## src/rtl/tt_um_jimktrains_vslc_servo_ramp.sv

```systemverilog
// rtl/tt_um_jimktrains_vslc_servo_ramp.sv - frame-paced servo pulse-width ramp generator
// Steps the commanded width toward a target once per frame, with a one-entry target queue.
module tt_um_jimktrains_vslc_servo_ramp #(
  parameter logic [15:0] INIT_POS = 16'd0
) (
  input  logic        clk,
  input  logic        rst_n,
  input  logic        ramp_enabled,
  input  logic [15:0] frame_len,
  input  logic [7:0]  step_val,
  input  logic        tgt_valid,
  input  logic [15:0] tgt_val,
  output logic        tgt_ready,
  output logic [15:0] servo_set_val,
  output logic        frame_tick,
  output logic        at_target
);

  typedef enum logic {IDLE = 1'b0, RAMP = 1'b1} state_t;

  state_t      state, state_nx;
  logic [15:0] cnt;
  logic [15:0] tgt;
  logic [15:0] pend;
  logic        pend_full;
  logic        wrap;
  logic        accept;
  logic [15:0] stepped;
  logic [15:0] tgt_nx;
  logic [16:0] pos_x, tgt_x, step_x, up_sum, dn_lim;

  assign tgt_ready = rst_n & ramp_enabled & ~pend_full;
  assign accept    = tgt_valid & tgt_ready;
  // >= rather than == so shrinking frame_len below the count wraps immediately
  assign wrap      = ramp_enabled & (cnt >= frame_len);
  assign at_target = (state == IDLE);

  always_comb begin
    pos_x   = {1'b0, servo_set_val};
    tgt_x   = {1'b0, tgt};
    step_x  = {9'd0, step_val};
    up_sum  = pos_x + step_x;
    dn_lim  = tgt_x + step_x;
    stepped = servo_set_val;
    if (servo_set_val < tgt) begin
      if (step_val == 8'd0 || up_sum >= tgt_x) stepped = tgt;
      else stepped = up_sum[15:0];
    end else if (servo_set_val > tgt) begin
      if (step_val == 8'd0 || dn_lim >= pos_x) stepped = tgt;
      else stepped = servo_set_val - {8'd0, step_val};
    end
  end

  always_comb begin
    tgt_nx   = pend_full ? pend : tgt;
    state_nx = state;
    if (wrap) state_nx = (stepped == tgt_nx) ? IDLE : RAMP;
  end

  always_ff @(posedge clk or negedge rst_n) begin
    if (!rst_n) state <= IDLE;
    else        state <= state_nx;
  end

  always_ff @(posedge clk or negedge rst_n) begin
    if (!rst_n) begin
      cnt           <= 16'd0;
      frame_tick    <= 1'b0;
      servo_set_val <= INIT_POS;
      tgt           <= INIT_POS;
      pend          <= 16'd0;
      pend_full     <= 1'b0;
    end else begin
      if (!ramp_enabled) begin
        cnt        <= 16'd0;
        frame_tick <= 1'b0;
      end else if (wrap) begin
        cnt           <= 16'd0;
        frame_tick    <= 1'b1;
        servo_set_val <= stepped;
        tgt           <= tgt_nx;
        pend_full     <= 1'b0;
      end else begin
        cnt        <= cnt + 16'd1;
        frame_tick <= 1'b0;
      end
      // Acceptance after the transfer so a tick-edge arrival waits for the next frame
      if (accept) begin
        pend      <= tgt_val;
        pend_full <= 1'b1;
      end
    end
  end

endmodule

```

## config.mk

```make
export PLATFORM = sky130hd
export DESIGN_NAME = tt_um_jimktrains_vslc_servo_ramp
export DESIGN_NICKNAME = d
export VERILOG_FILES = /design/src/rtl/tt_um_jimktrains_vslc_servo_ramp.sv
export SDC_FILE = /design/constraint.sdc
export NUM_CORES = 1
export LEC_CHECK = 0
export CORE_MARGIN = 2
export CORE_UTILIZATION = 30
export DETAILED_ROUTE_END_ITERATION = 8
export PLACE_DENSITY = 0.49
export SYNTH_ARGS = -nofsm -noshare
export SYNTH_HDL_FRONTEND = slang
export SYNTH_SLANG_ARGS = --single-unit
```

## constraint.sdc

```tcl
create_clock -name clk -period 5 [get_ports clk]
set_input_delay 0.5 -clock clk [delete_from_list [all_inputs] [get_ports clk]]
set_output_delay 0.5 -clock clk [all_outputs]
set_load 0.02 [all_outputs]
```

Yosys cells after proc, flatten, opt, wreduce, memory -nomap -nowiden
Cells that the tools add are included.
{"block": "op_classes", "muxes": 13, "eq_ne": 1, "n_bitwise": 6, "reduce_logical": 7, "n_lt_le_gt_ge": 5, "n_addsub": 4}
{"op": "16-bit two-way mux", "count": 7}
{"op": "16-bit by 8-bit adder with 17-bit output", "count": 2}
{"op": "17-bit by 16-bit >= comparator with 1-bit output", "count": 2}
{"op": "16-bit by 1-bit adder with 16-bit output (second input constant)", "count": 1}
{"op": "16-bit == test", "count": 1}
{"op": "16-bit >= comparator", "count": 1}
{"op": "16-bit greater-than comparator", "count": 1}
{"op": "16-bit < comparator", "count": 1}
{"op": "16-bit by 8-bit subtractor with 16-bit output", "count": 1}
{"op": "8-bit zero test", "count": 1}
{"op": "1-bit two-way mux", "count": 6}
{"op": "1-bit AND", "count": 4}
{"op": "2-bit AND reduction", "count": 2}
{"op": "2-bit nonzero test", "count": 2}
{"op": "1-bit logical OR", "count": 2}
{"op": "1-bit inverter", "count": 2}
{"block": "word_totals", "word_cells": 43, "register_bits": 67, "out_inout_bits": 19, "inputBits": 44}

Depth between registers and ports, before layout
{"block": "depth", "depth_word": 8, "depth_mapped": 24, "depth_no_buf": 23}

Least setup slack after synthesis
Ideal clock, no wire load.
{"block": "synth_path", "kind": "input -> register", "from": "input port step_val[2]", "to": "register state", "t_required_ps": 4867, "setup_ps": 133, "path_slack_ps": 47, "n_path_buf": 2, "path_stages": 22, "arrival_ps": 4820, "cell_sequence": "inv_1 > ha_1 > buf_2 > nand2b_4 > a2111oi_2 > o21a_1 > or4b_1 > xnor2_1 > inv_1 > ha_1 > a21oi_1 > nor2b_1 > a2111oi_0 > nand4_2 > buf_2 > nand2_1 > o21ai_0 > o21a_1 > a2111oi_2 > nand4_1 > nor3_1 > a32oi_1"}
{"block": "synth_between", "elab_chain_len": 8, "word_cells_on_any_way": 14, "classes_between": "add/sub: 3; order compare: 2; eq/ne: 1; mux: 5; reduce/logical: 3"}
{"item": "start: declaration", "line": "10", "text": "input logic [7:0] step_val,"}
{"item": "16-bit by 8-bit adder with 17-bit output", "line": "43", "text": "dn_lim = tgt_x + step_x;"}
{"item": "17-bit by 16-bit >= comparator with 1-bit output", "line": "49", "text": "if (step_val == 8'd0 || dn_lim >= pos_x) stepped = tgt;"}
{"item": "1-bit logical OR", "line": "49"}
{"item": "16-bit two-way mux", "line": "49"}
{"item": "16-bit two-way mux", "line": "48", "text": "end else if (servo_set_val > tgt) begin"}
{"item": "16-bit two-way mux (*)", "line": "45", "text": "if (servo_set_val < tgt) begin"}
{"item": "16-bit == test (*)", "line": "57", "text": "if (wrap) state_nx = (stepped == tgt_nx) ? IDLE : RAMP;"}
{"item": "1-bit two-way mux (*)", "line": "57"}
{"item": "end signal: assignment", "line": "62", "text": "else state <= state_nx;"}
{"item": "end: declaration", "line": "21", "text": "state_t state, state_nx;"}
Mark *: on every way between the ends. The rest lies on a longest branch, timed or not.
A chain may end at the register's enable or synchronous reset.

Worst setup path after layout
{"block": "layout_path", "from": "register tgt[1]", "to": "register state"}
{"block": "layout_between", "elab_chain_len": 8, "word_cells_on_any_way": 14, "classes_between": "add/sub: 1; order compare: 4; eq/ne: 1; mux: 6; reduce/logical: 2"}
{"item": "start: declaration", "line": "23", "text": "logic [15:0] tgt;"}
{"item": "start signal: assignment", "line": "81", "text": "tgt <= tgt_nx;"}
{"item": "16-bit by 8-bit adder with 17-bit output", "line": "43"}
{"item": "17-bit by 16-bit >= comparator with 1-bit output", "line": "49"}
{"item": "1-bit logical OR", "line": "49"}
{"item": "16-bit two-way mux", "line": "49"}
{"item": "16-bit two-way mux", "line": "48"}
{"item": "16-bit two-way mux", "line": "45"}
{"item": "16-bit == test (*)", "line": "57"}
{"item": "1-bit two-way mux (*)", "line": "57"}
Marked as above.

==> results.ini <==
[floorplan]
fp.dieW_um = 157
ioPinCount = 63
coreArea_um2 = 22800
dieArea_um2 = 24600
die_y_um = 157
std_cell_rows = 55
start_util_pct = 30.8

[yosys]
synth_area_leaders = dfrtp_1 24%, ha_1 16%, mux2_2 5.6%
synthMuxAreaShare_pct = 8.33
syn_nets = 970
syn_area_um2 = 7010
ys_ff_latch = 67
synth_top_family_by_area = compound AO/OA/AOI/OAI gates
synthAdderAreaFrac_pct = 16.7
ys_top_cells_by_count = 89 x ha_1, 76 x inv_1, 67 x dfrtp_1
synthFlopType = dfrtp_1
yosysWarnings = 0
synth_top_area_share_pct = 23.9
yosysMostFrequentCell = ha_1
yosys.area_share.xor_xnor_pct = 7.50
synth-edff-count = 0
synth_cell_types = 71
ys_async_sr_fraction_pct = 100
netlist_instances = 834
synth_compound_area_share_pct = 20.8
yosys.area.top_type = dfrtp_1
seq_area_frac_synth_pct = 23.9
synthSimpleGateAreaFrac_pct = 16.4
syn_avg_cell_area_um2 = 8.41

[setup_path]
max_stage_delay_ns = 0.48
critPathCaptureType = flop
start_kind = flop
path_buf_inv = 2
cp.required_ns = 5.21
cp_top_family = compound AO/OA/AOI/OAI gates
cp.arrival_ns = 5.27
crit_top_cell = a21oi_2
crit_fanout = 8
slowest_stage = a311oi_1
setup.worst_path.class = reg2reg
worstPathCellList = ha_4 -> a21o_1 -> a21oi_2 -> o21bai_1 -> a21oi_2 -> o21bai_1 -> a21oi_2 -> nor2b_2 -> nor2_2 -> buf_4 -> nor2_1 -> xnor2_1 -> ha_2 -> o21ai_2 -> o21ai_2 -> a2111oi_4 -> o311ai_4 -> buf_2 -> a311oi_1 -> nor3_1 -> nor4_1 -> nand4_1 -> nor3_2 -> a32oi_1

[global_route]
grt-ovfl-total = 0
grt_max_degree = 67
grt.total_usage_pct = 20.6
grt_pass1_vias = 6896
antenna_found_initial = 0
grt_first_pass_wirelength_mm = 38.7

[routing]
wl_per_cell_um = 18.3
dr.pass1.iters = 5
drt_first_iter_violations = 443
via_per_inst = 5.16
drc_errors = 0
antenna_left = 0
num_vias = 6997
totalWireLength_mm = 24.9

[sta]
fin_crit_ns = 5.06
tightest_slew_ns = 0.951
slew_headroom_pct = 36.6
timing.final.crit_share_pct = 101
holdWs_ns = 0.487
hold_viol_final = 0
final-max-slew-violation-count = 0
max_freq_ghz = 0.197
grt_setup_unrepaired = yes
setup_viol = 1
skew_ns = 0.00932
setup_slack_ns = -0.0636

[layout]
nFillCells = 2289
layout-drive-gt1-share_pct = 26.8
fin_cells = 1357
final_area_um2 = 9840
fin_nets = 1177
num_antenna_cells = 0
area_growth_syn_to_layout_pct = 40.4

[power]
clkPwrFrac_pct = 16.2
pwr-share-seq_pct = 19.0
switching_share_pct = 42.8
power.leakage_nw = 4.46
ir_drop_mv = 0.196
pwr-share-comb_pct = 64.8
internal-power_mw = 2.20
p_sw_mw = 1.65
power_density_nw_per_um2 = 391

[place]
gp_congestion = 0.934
dp.cells = 1312
portBuffers = 62
dpl.hpwl_mm = 19.6
place_area_um2 = 8920

[clocking]
cts.sinks = 67
cts_tree = built
cts_root_buf = clkbuf_16
clk_latency_ns = 0.34
cts_buffer_depth = 2
cts_buffers = 9
h-tree-depth = 3
clk_pin_slew_ns = 0.06

[outcome]
failed_checks = negative setup slack
run_status = finished with violations

[hold_path]
hold_path_class = in2async

[run]
cap_violations = 0

## through the flow
stage                     utilization [%]  TNS (ns)  setup slack (ns)  power, mW
after floorplan                         -         0            0.0469       2.02
after CTS                            41.7    -0.101            -0.101       3.67
final                                43.2   -0.0636           -0.0636       3.85
after global routing                 43.2    -0.259            -0.244       4.12
after detailed placement             39.2     -5.15            -0.973       2.96
after global placement               39.2     -4.69            -0.908       2.97
## logic make-up (layout without fill, tap and decap cells)
group                      Yosys count  in the layout
DFF                                 67             67
xor gates and xnor gates            60             60
adders and majority gates           92             92
and+or+nand+nor                    235            235
muxes                               54             54
AOI/OAI and AO/OA                  215            215
buffers and inverters              111            321
## power groups by stage
stage          registers [mW]  logic, mW  clock network [mW]
2_1_floorplan           0.738       1.28                   0
3_3_place_gp            0.733       2.24                   0
3_5_place_dp            0.735       2.23                   0
4_1_cts                 0.725       2.30               0.638
5_1_grt                 0.741       2.72               0.661
6_report                0.729       2.49               0.624
## routing by layer
metal	GRT usage [%]	part of all wire, %
met1	29.9	49
met2	32.4	44
met3	2.80	5.3
met4	4.81	1.9
met5	0	0
## cell usage in the layout (no fill, tap or decap), types with 26 or more instances in the layout
cell type	Yosys	routed
a21oi_1	58	52
buf_4	2	152
clkdlybuf4s50_1	0	55
dfrtp_1	67	64
ha_1	89	80
inv_1	76	75
mux2_2	35	35
nand2_1	60	60
nand3_1	27	26
nor2_1	60	58
o21ai_0	56	51
xnor2_1	44	41
## path summary, 6_finish.rpt
kind	from	cells past startpoint	endpoint	slack, ns
worst max-delay path	tgt[1]	24	state	-0.06
worst min register to register	pend[10]	1	pend[10]	0.51
min in group clk	pend[10]	1	pend[10]	0.51
worst min-delay path	rst_n	2	frame_tick	0.49
worst max register to register	tgt[1]	24	state	-0.06
max in group asynchronous	rst_n	3	tgt[1]	3.43
## area by class of cell
class / instances / area [um^2] / area share, %
Clock buffer: 9 / 225 / 2.29
Clock inverter: 5 / 56.3 / 0.572
Inverter: 78 / 293 / 2.98
Multi-Input combinational cell: 656 / 5240 / 53.3
Sequential cell: 67 / 1680 / 17.1
Tap cell: 313 / 392 / 3.98
Timing Repair Buffer: 229 / 1950 / 19.8
## registers in the layout, indices dropped and copies added (netlist names)
name,flops
cnt,16
pend,16
servo_set_val,16
tgt,16
frame_tick,1
pend_full,1
state,1
## timing repair
action | 4_1_cts | 5_1_grt
hold buffers | 1 | 0
endpoints found under the hold margin | 1 | 0
gates cloned | 0 | 2
gates resized for setup | 36 | 47
pin swaps | 30 | 45
endpoints found under the setup margin | 4 | 4
setup buffers | 21 | 8
Power figures use the tool's default switching activity.
